File: config.mk
export PLATFORM = sky130hd
export DESIGN_NAME = inst_loader_flat
export DESIGN_NICKNAME = d
export VERILOG_FILES = /design/src/rtl/inst_loader_if.sv /design/src/rtl/inst_loader.sv /design/src/flat_wrapper.sv
export SDC_FILE = /design/constraint.sdc
export NUM_CORES = 1
export LEC_CHECK = 0
export CORE_ASPECT_RATIO = 0.5
export CORE_MARGIN = 2
export CORE_UTILIZATION = 40
export CTS_CLUSTER_DIAMETER = 30
export DETAILED_ROUTE_END_ITERATION = 8
export GPL_TIMING_DRIVEN = 0
export SLEW_MARGIN = 10
export SYNTH_ARGS = -nofsm -noshare
export SYNTH_HDL_FRONTEND = slang
export SYNTH_SLANG_ARGS = --single-unit
File: constraint.sdc
create_clock -name i_clock -period 4.27 [get_ports i_clock]
set_input_delay 1.281 -clock i_clock [delete_from_list [all_inputs] [get_ports i_clock]]
set_output_delay 1.281 -clock i_clock [all_outputs]
set_load 0.02 [all_outputs]
File: src/rtl/inst_loader_if.sv
// Byte-stream handshake plus instruction-memory write port used by the boot loader.
// The loader sits on the slave side; the byte source and memory model sit on the master side.
interface inst_loader_if #(
    parameter int ADDR_WIDTH = 18
);
    logic [7:0]            byte_in;
    logic                  byte_valid;
    logic                  byte_ready;
    logic                  imem_we;
    logic [ADDR_WIDTH-1:0] imem_addr;
    logic [31:0]           imem_wdata;

    modport master (
        output byte_in,
        output byte_valid,
        input  byte_ready,
        input  imem_we,
        input  imem_addr,
        input  imem_wdata
    );

    modport slave (
        input  byte_in,
        input  byte_valid,
        output byte_ready,
        output imem_we,
        output imem_addr,
        output imem_wdata
    );
endinterface

File: src/rtl/inst_loader.sv
// Boot-time instruction memory writer: frames a length-prefixed, XOR-checksummed byte
// stream into big-endian words and keeps the CPU frozen until the image is verified.
//
// state  | meaning
// S_LEN  | collecting the 4 length bytes (MSB first)
// S_DATA | assembling words and writing them to instruction memory
// S_CSUM | waiting for the checksum byte
// S_DONE | image loaded and verified; CPU released
// S_ERR  | length overflow or checksum mismatch; CPU held
module inst_loader #(
    parameter int          ADDR_WIDTH = 18,
    parameter int unsigned BASE_ADDR  = 0
) (
    input  logic           i_clock,
    input  logic           i_reset,
    inst_loader_if.slave   bus,
    output logic           o_cpu_hold,
    output logic           o_pc_clear,
    output logic           o_load_done,
    output logic           o_load_err
);
    typedef enum logic [2:0] {
        S_LEN  = 3'd0,
        S_DATA = 3'd1,
        S_CSUM = 3'd2,
        S_DONE = 3'd3,
        S_ERR  = 3'd4
    } state_t;

    // Largest image that fits between BASE_ADDR and the top of memory without wrapping.
    localparam logic [32:0]           LP_MAX_WORDS = (33'd1 << ADDR_WIDTH) - 33'(BASE_ADDR);
    localparam logic [ADDR_WIDTH-1:0] LP_BASE      = ADDR_WIDTH'(BASE_ADDR);

    state_t                r_state;
    state_t                w_state_next;
    logic [1:0]            r_byte_cnt;
    logic [31:0]           r_word_cnt;
    logic [31:0]           r_len;
    logic [23:0]           r_word;
    logic [7:0]            r_csum;
    logic                  r_imem_we;
    logic [ADDR_WIDTH-1:0] r_imem_addr;
    logic [31:0]           r_imem_wdata;
    logic                  r_pc_clear;

    logic                  w_ready;
    logic                  w_xfer;
    logic                  w_last_byte;
    logic                  w_word_done;
    logic                  w_enter_done;
    logic [31:0]           w_len_full;
    logic [31:0]           w_word_full;
    logic [31:0]           w_word_cnt_inc;

    assign w_ready        = (r_state == S_LEN) || (r_state == S_DATA) || (r_state == S_CSUM);
    assign w_xfer         = bus.byte_valid && w_ready;
    assign w_last_byte    = (r_byte_cnt == 2'd3);
    assign w_len_full     = {r_len[23:0], bus.byte_in};
    assign w_word_full    = {r_word, bus.byte_in};
    assign w_word_cnt_inc = r_word_cnt + 32'd1;

    always_comb begin
        w_state_next = r_state;
        w_word_done  = 1'b0;
        w_enter_done = 1'b0;
        case (r_state)
            S_LEN: begin
                if (w_xfer && w_last_byte) begin
                    if ({1'b0, w_len_full} > LP_MAX_WORDS) begin
                        w_state_next = S_ERR;
                    end else if (w_len_full == 32'd0) begin
                        w_state_next = S_CSUM;
                    end else begin
                        w_state_next = S_DATA;
                    end
                end
            end
            S_DATA: begin
                if (w_xfer && w_last_byte) begin
                    w_word_done = 1'b1;
                    if (w_word_cnt_inc == r_len) begin
                        w_state_next = S_CSUM;
                    end
                end
            end
            S_CSUM: begin
                if (w_xfer) begin
                    if (bus.byte_in == r_csum) begin
                        w_state_next = S_DONE;
                        w_enter_done = 1'b1;
                    end else begin
                        w_state_next = S_ERR;
                    end
                end
            end
            S_DONE:  w_state_next = S_DONE;
            S_ERR:   w_state_next = S_ERR;
            default: w_state_next = S_ERR;
        endcase
    end

    always_ff @(posedge i_clock) begin
        if (i_reset) begin
            r_state      <= S_LEN;
            r_byte_cnt   <= 2'd0;
            r_word_cnt   <= 32'd0;
            r_len        <= 32'd0;
            r_word       <= 24'd0;
            r_csum       <= 8'd0;
            r_imem_we    <= 1'b0;
            r_imem_addr  <= LP_BASE;
            r_imem_wdata <= 32'd0;
            r_pc_clear   <= 1'b0;
        end else begin
            r_state    <= w_state_next;
            r_imem_we  <= w_word_done;
            r_pc_clear <= w_enter_done;
            if (w_xfer) begin
                r_byte_cnt <= r_byte_cnt + 2'd1;
            end
            if (w_xfer && (r_state == S_LEN)) begin
                r_len <= w_len_full;
            end
            if (w_xfer && (r_state == S_DATA)) begin
                r_word <= w_word_full[23:0];
                r_csum <= r_csum ^ bus.byte_in;
            end
            // Write is issued the cycle after the 4th byte, so the port is registered.
            if (w_word_done) begin
                r_imem_wdata <= w_word_full;
                r_imem_addr  <= LP_BASE + r_word_cnt[ADDR_WIDTH-1:0];
                r_word_cnt   <= w_word_cnt_inc;
            end
        end
    end

    assign bus.byte_ready = w_ready;
    assign bus.imem_we    = r_imem_we;
    assign bus.imem_addr  = r_imem_addr;
    assign bus.imem_wdata = r_imem_wdata;
    assign o_cpu_hold     = (r_state != S_DONE);
    assign o_pc_clear     = r_pc_clear;
    assign o_load_done    = (r_state == S_DONE);
    assign o_load_err     = (r_state == S_ERR);
endmodule

File: src/flat_wrapper.sv
// flat-port wrapper written by rule: the top's interface ports become plain ports
module inst_loader_flat 
#(
    parameter int          ADDR_WIDTH = 18,
    parameter int unsigned BASE_ADDR  = 0
)
  (i_clock, i_reset, o_cpu_hold, o_pc_clear, o_load_done, o_load_err, bus_byte_in, bus_byte_valid, bus_byte_ready, bus_imem_we, bus_imem_addr, bus_imem_wdata);
  inst_loader_if #(.ADDR_WIDTH(ADDR_WIDTH)) bus_i ();
  input  logic i_clock;
  input  logic i_reset;
  output logic o_cpu_hold;
  output logic o_pc_clear;
  output logic o_load_done;
  output logic o_load_err;
  input wire logic [$bits(bus_i.byte_in)-1:0] bus_byte_in;
  input wire logic [$bits(bus_i.byte_valid)-1:0] bus_byte_valid;
  output wire logic [$bits(bus_i.byte_ready)-1:0] bus_byte_ready;
  output wire logic [$bits(bus_i.imem_we)-1:0] bus_imem_we;
  output wire logic [$bits(bus_i.imem_addr)-1:0] bus_imem_addr;
  output wire logic [$bits(bus_i.imem_wdata)-1:0] bus_imem_wdata;
  assign bus_i.byte_in = bus_byte_in;
  assign bus_i.byte_valid = bus_byte_valid;
  assign bus_byte_ready = bus_i.byte_ready;
  assign bus_imem_we = bus_i.imem_we;
  assign bus_imem_addr = bus_i.imem_addr;
  assign bus_imem_wdata = bus_i.imem_wdata;
  inst_loader #(.ADDR_WIDTH(ADDR_WIDTH), .BASE_ADDR(BASE_ADDR)) u_core (.i_clock(i_clock), .i_reset(i_reset), .bus(bus_i), .o_cpu_hold(o_cpu_hold), .o_pc_clear(o_pc_clear), .o_load_done(o_load_done), .o_load_err(o_load_err));
endmodule
Word-level counts from Yosys, hierarchy flattened

Index checks and enable logic that the tools add are counted.

Add/subtract/negate cells: 2
$mul: 0
Divide/modulo/power cells: 0
Order comparisons: 1
Equal/unequal tests: 12
Shift-type cells: 0
Mux-type cells: 11
Bitwise operators: 3
Reduce and logical (&&, ||, !) cells: 10

Operators by type and width:

| operator                                                                           | number |
|---|---|
| 32-bit by 1-bit adder with 32-bit output (second input constant)                   | 1 |
| 32-bit == test                                                                     | 1 |
| 32-bit by 19-bit greater-than comparator with 1-bit output (second input constant) | 1 |
| 32-bit logical NOT                                                                 | 1 |
| 3-bit 2-to-1 mux                                                                   | 6 |
| 3-bit one-hot mux with 4 select lines                                              | 1 |
| 8-bit == test                                                                      | 1 |
| 8-bit bitwise XOR                                                                  | 1 |
| 3-bit by 2-bit == test with 1-bit output (second input constant)                   | 2 |
| 2-bit != test (second input constant)                                              | 3 |
| 1-bit logical AND                                                                  | 4 |
| 4-bit AND reduction                                                                | 1 |
| 3-bit by 1-bit == test with 1-bit output (second input constant)                   | 1 |
| 3-bit == test (second input constant)                                              | 1 |
| 3-bit logical NOT                                                                  | 1 |
| 1-bit 2-to-1 mux                                                                   | 3 |
| 3-bit by 2-bit != test with 1-bit output (second input constant)                   | 1 |
| 3-bit OR reduction                                                                 | 1 |
| 2-bit by 1-bit adder with 2-bit output (second input constant)                     | 1 |
| 2-bit == test (second input constant)                                              | 1 |
| 1-bit logical OR                                                                   | 2 |
| 2-bit 2-to-1 mux                                                                   | 1 |
| 2-bit by 1-bit != test with 1-bit output (second input constant)                   | 1 |
| 1-bit NOT                                                                          | 2 |

Bits in registers: 153
Bits in latches: 0
RAM bits: 0
Bits in read-only memories: 0
Bits of input ports: 11
Output and inout port bits: 56
Logic and storage cells: 49
Memories kept: 0

Logic depth before layout (Yosys ltp)

Depth in word-level cells: 7
Depth in mapped cells: 10
Gate-level depth less buffers: 8

Worst setup path before layout

No wires, ideal clock.

Path kind: input -> register
Start point: input port bus_byte_valid
End point: register u_core.r_word_cnt[21]
Library setup time: 128 ps
Arrival: 2,818 ps
Data required time: 4,142 ps
Path slack: 1,325 ps
Stages on the path: 9
Path buffers: 2
Path through: nor4bb_1 -> clkbuf_1 -> and2_1 -> clkbuf_1 -> nand2_1 -> nor2_1 -> and3_1 -> xnor2_1 -> nor2_1

Word-level cells in the longest chain between the ends: 4

RTL lines:

| item                   | RTL line           | text |
|---|---|---|
| start: declaration     | flat_wrapper.sv:16 | `input wire logic [$bits(bus_i.byte_valid)-1:0] bus_byte_valid;` |
| 1-bit logical AND      | inst_loader.sv:56  | `assign w_xfer = bus.byte_valid && w_ready;` |
| 1-bit logical AND      | inst_loader.sv:79  | `if (w_xfer && w_last_byte) begin` |
| 1-bit 2-to-1 mux       | inst_loader.sv:79  |  |
| 1-bit 2-to-1 mux       | inst_loader.sv:66  | `case (r_state)` |
| end signal: assignment | inst_loader.sv:132 | `r_word_cnt <= w_word_cnt_inc;` |
| end: declaration       | inst_loader.sv:37  | `logic [31:0] r_word_cnt;` |

No other way between the ends.
A chain may end at the register's enable or synchronous reset.

Worst setup path after layout

Start point: input port bus_byte_valid
End point: register u_core.r_word_cnt[28]

Same word-level chain as after synthesis.

==> results.tsv <==
stage	metric	value	unit
power	p_leak	2.87	nW
logic_synthesis	yosysWarnings	0	
logic_synthesis	synth.top_cells.by_count	nand2_1 (238), dfxtp_1 (153), a21oi_1 (119)	
placement	dpl.hpwl	14400	um
grt	grt_usage	22.0	%
timing	fin_crit_sh	94.2	%
routing	drt-total-wl	20100	um
logic_synthesis	avgSynthCellArea	7.95	um^2
logic_synthesis	syn-num-nets	909	
placement	port_buffers	65	
logic_synthesis	yosysMostFrequentCell	nand2_1	
logic_synthesis	synth_top_family_by_area	simple AND/OR/NAND/NOR gates	
routing	via_count	6477	
critical_path	critPathCaptureType	flop	
cts	clk_pin_slew	0.07	ns
logic_synthesis	yosys.area_share.simple	27.4	%
grt	first_global_vias	6062	
final_layout	final-instance-count-excl-fill	1226	
timing	max_clock_freq	249	MHz
logic_synthesis	synth_cell_types	56	
critical_path	worstPathMaxFanout	8	
final_layout	nets	992	
placement	gp_congestion	0.872	
logic_synthesis	netlist_area	7120	um^2
grt	antenna_found_initial	0	
floorplan	initial_core_util	40.9	%
cts	cts.sinks	153	
cts	cts_tree	built	
status	status	complete, no violations	
timing	setup_viol	0	
logic_synthesis	muxShareOfSynthArea	0.141	%
logic_synthesis	ys_ff_latch	153	
critical_path	r2r_setup_slack	1.13	ns
final_layout	fin_area	8700	um^2
critical_path	worstPathArrival	4.37	ns
cts	htreeDepth	4	
timing	setup-tns-final	0	ns
logic_synthesis	synth_compound_area_share	12.0	%
cts	post-cts-setup-buffer-count	0	
power	peakVddDrop	0.257	mV
final_layout	fillers	1695	
routing	viasPerCell	5.28	
logic_synthesis	ys_seq_area_share	43.0	%
logic_synthesis	synth_xor_area_share	10.7	%
timing	period_needed	4.02	ns
cts	root_buffer	clkbuf_16	
final_layout	diodes	0	
timing	skew	0.0132	ns
routing	antenna_left	0	
logic_synthesis	synth-async-reset-ratio	0	%
floorplan	die-width	193	um
placement	pre_cts_ws	-0.236	ns
logic_synthesis	synth.area.top_cells	dfxtp_1 (43%), nand2_1 (13%), a21oi_1 (8.4%)	
logic_synthesis	synth_top_area_share	43.0	%
power	internal_power	2.44	mW
logic_synthesis	synth_area_leader_cell	dfxtp_1	
critical_path	crit_required	4.62	ns
logic_synthesis	synthAdderAreaFrac	0.351	%
power	p_seq_share	45.1	%
logic_synthesis	synth_cells	896	
placement	place_area	8060	um^2
logic_synthesis	synth-edff-count	0	
routing	dr.pass1.iters	5	
cts	cts_made_buffers	17	
power	pwr-share-clk	51.2	%
routing	drt_iter0_markers	495	
cts	hold_buffers	0	
floorplan	rows	34	
placement	place_inst	1195	
power	p_sw	0.779	mW
floorplan	dieArea	18900	um^2
final_layout	drive_gt1_share	6.65	%
cts	cts_buffer_depth	2	
timing	rsz0062_at_grt	no	
critical_path	start_kind	primary input	
worst_hold_path	worstHoldPathType	flop to flop	
timing	setup_ws	0.248	ns
timing	worstMarginPinSlew	1.02	ns
timing	hold_violations	0	
timing	holdWs	0.452	ns
grt	grt_pass1_wl	32400	um
routing	wl_per_cell	16.4	um
power	p_sw_share	24.2	%
power	power.total	3.22	mW
routing	drcViolationCount	0	
floorplan	core_area	17400	um^2
cts	cts_resized	0	
timing	maxSlewHeadroom	31.6	%
timing	slew_violations	0	
grt	gr-total-overflow	0	
floorplan	die_height	98.3	um
critical_path	crit_type	primary input to flop	
power	combPwrFrac	3.7	%
power	power_density	370	nW/um^2
grt	grt_max_degree	17	
cts	clk_latency	0.43	ns
floorplan	num_io_pins	67	
final_layout	post-route-util	50.0	%
final_layout	syn2layout_area_growth	22.2	%
job	maxCapViolations	0	
logic_synthesis	ys.flop_type	dfxtp_1	
cell type report:
| class | count | area [um^2] | area share, % |
|---|---|---|---|
| Tap cell | 234 | 293 | 3.36 |
| Clock buffer | 18 | 439 | 5.05 |
| Inverter | 8 | 30.0 | 0.345 |
| Buffer | 69 | 420 | 4.83 |
| Sequential cell | 153 | 3060 | 35.2 |
| Multi-Input combinational cell | 665 | 3600 | 41.4 |
| Clock inverter | 14 | 205 | 2.36 |
| Timing Repair Buffer | 65 | 651 | 7.48 |
state kept, by name, summed over array words and instances (netlist names):
| signal | cells |
|---|---|
| u_core.r_csum | 8 |
| u_core.bus.imem_addr | 18 |
| u_core.r_byte_cnt | 2 |
| u_core.bus.imem_wdata | 32 |
| u_core.bus.imem_we | 1 |
| u_core.o_pc_clear | 1 |
| u_core.r_word | 24 |
| u_core.r_word_cnt | 32 |
| u_core.r_len | 32 |
| u_core.r_state | 3 |
cell families (layout without fill, tap and decap cells):
family,count (synthesis),count (layout)
XOR/XNOR,87,87
multiplexers,1,1
AND/OR/NAND/NOR,421,421
buffers and inverters,78,174
AO/OA/AOI/OAI,154,154
adder cells (fa/ha/maj),2,2
flip-flops,153,153
layout by cell type, fill, tap and decap left out, drive strengths merged, types with 4 or more instances in the layout:
cell	instances
a21oi	119
a31oi	4
and4	5
buf	15
clkbuf	72
clkdlybuf4s50	65
dfxtp	153
inv	15
nand2	239
nand3	18
nand4	16
nor2	58
nor2b	4
nor3	16
nor3b	6
nor4	28
o21ai	8
or3	10
or4	5
xnor2	43
xor2	44
critical path, stage by stage:
cell             delay [ns]
clkdlybuf4s50_1        0.60
nor4bb_1               0.31
clkbuf_1               0.39
nand2_1                0.34
nor4_1                 0.72
nand2_1                0.23
or3_1                  0.35
a21oi_1                0.14
worst paths after layout:
kind | from | end | depth (start not counted)
worst max-delay path | bus_byte_valid | u_core.r_word_cnt[28]$_SDFFE_PP0P_ | 8
worst min-delay path | u_core.r_word[22]$_SDFFE_PP0P_ | u_core.bus.imem_wdata[30]$_SDFFE_PP0P_ | 2
worst max register to register | u_core.r_word_cnt[1]$_SDFFE_PP0P_ | u_core.r_state[0]$_SDFFE_PP0P_ | 9
worst min register to register | u_core.r_word[22]$_SDFFE_PP0P_ | u_core.bus.imem_wdata[30]$_SDFFE_PP0P_ | 2
power groups by stage:
stage	Combinational, mW	Clock, mW	Sequential [mW]
5_1_grt	0.133	1.74	1.45
6_report	0.120	1.65	1.45
3_5_place_dp	0.119	0	1.49
3_3_place_gp	0.118	0	1.49
4_1_cts	0.120	1.67	1.45
2_1_floorplan	0.0768	0	1.48
routing by layer:
layer	track usage [%]	routed length (um)	up-vias
li1	-	-	3207
met1	31.3	9920	3088
met2	34.0	8980	154
met3	4.13	940	28
met4	5.93	286	0
met5	0	0	-
Note: power is estimated with default switching activity, not from simulation.
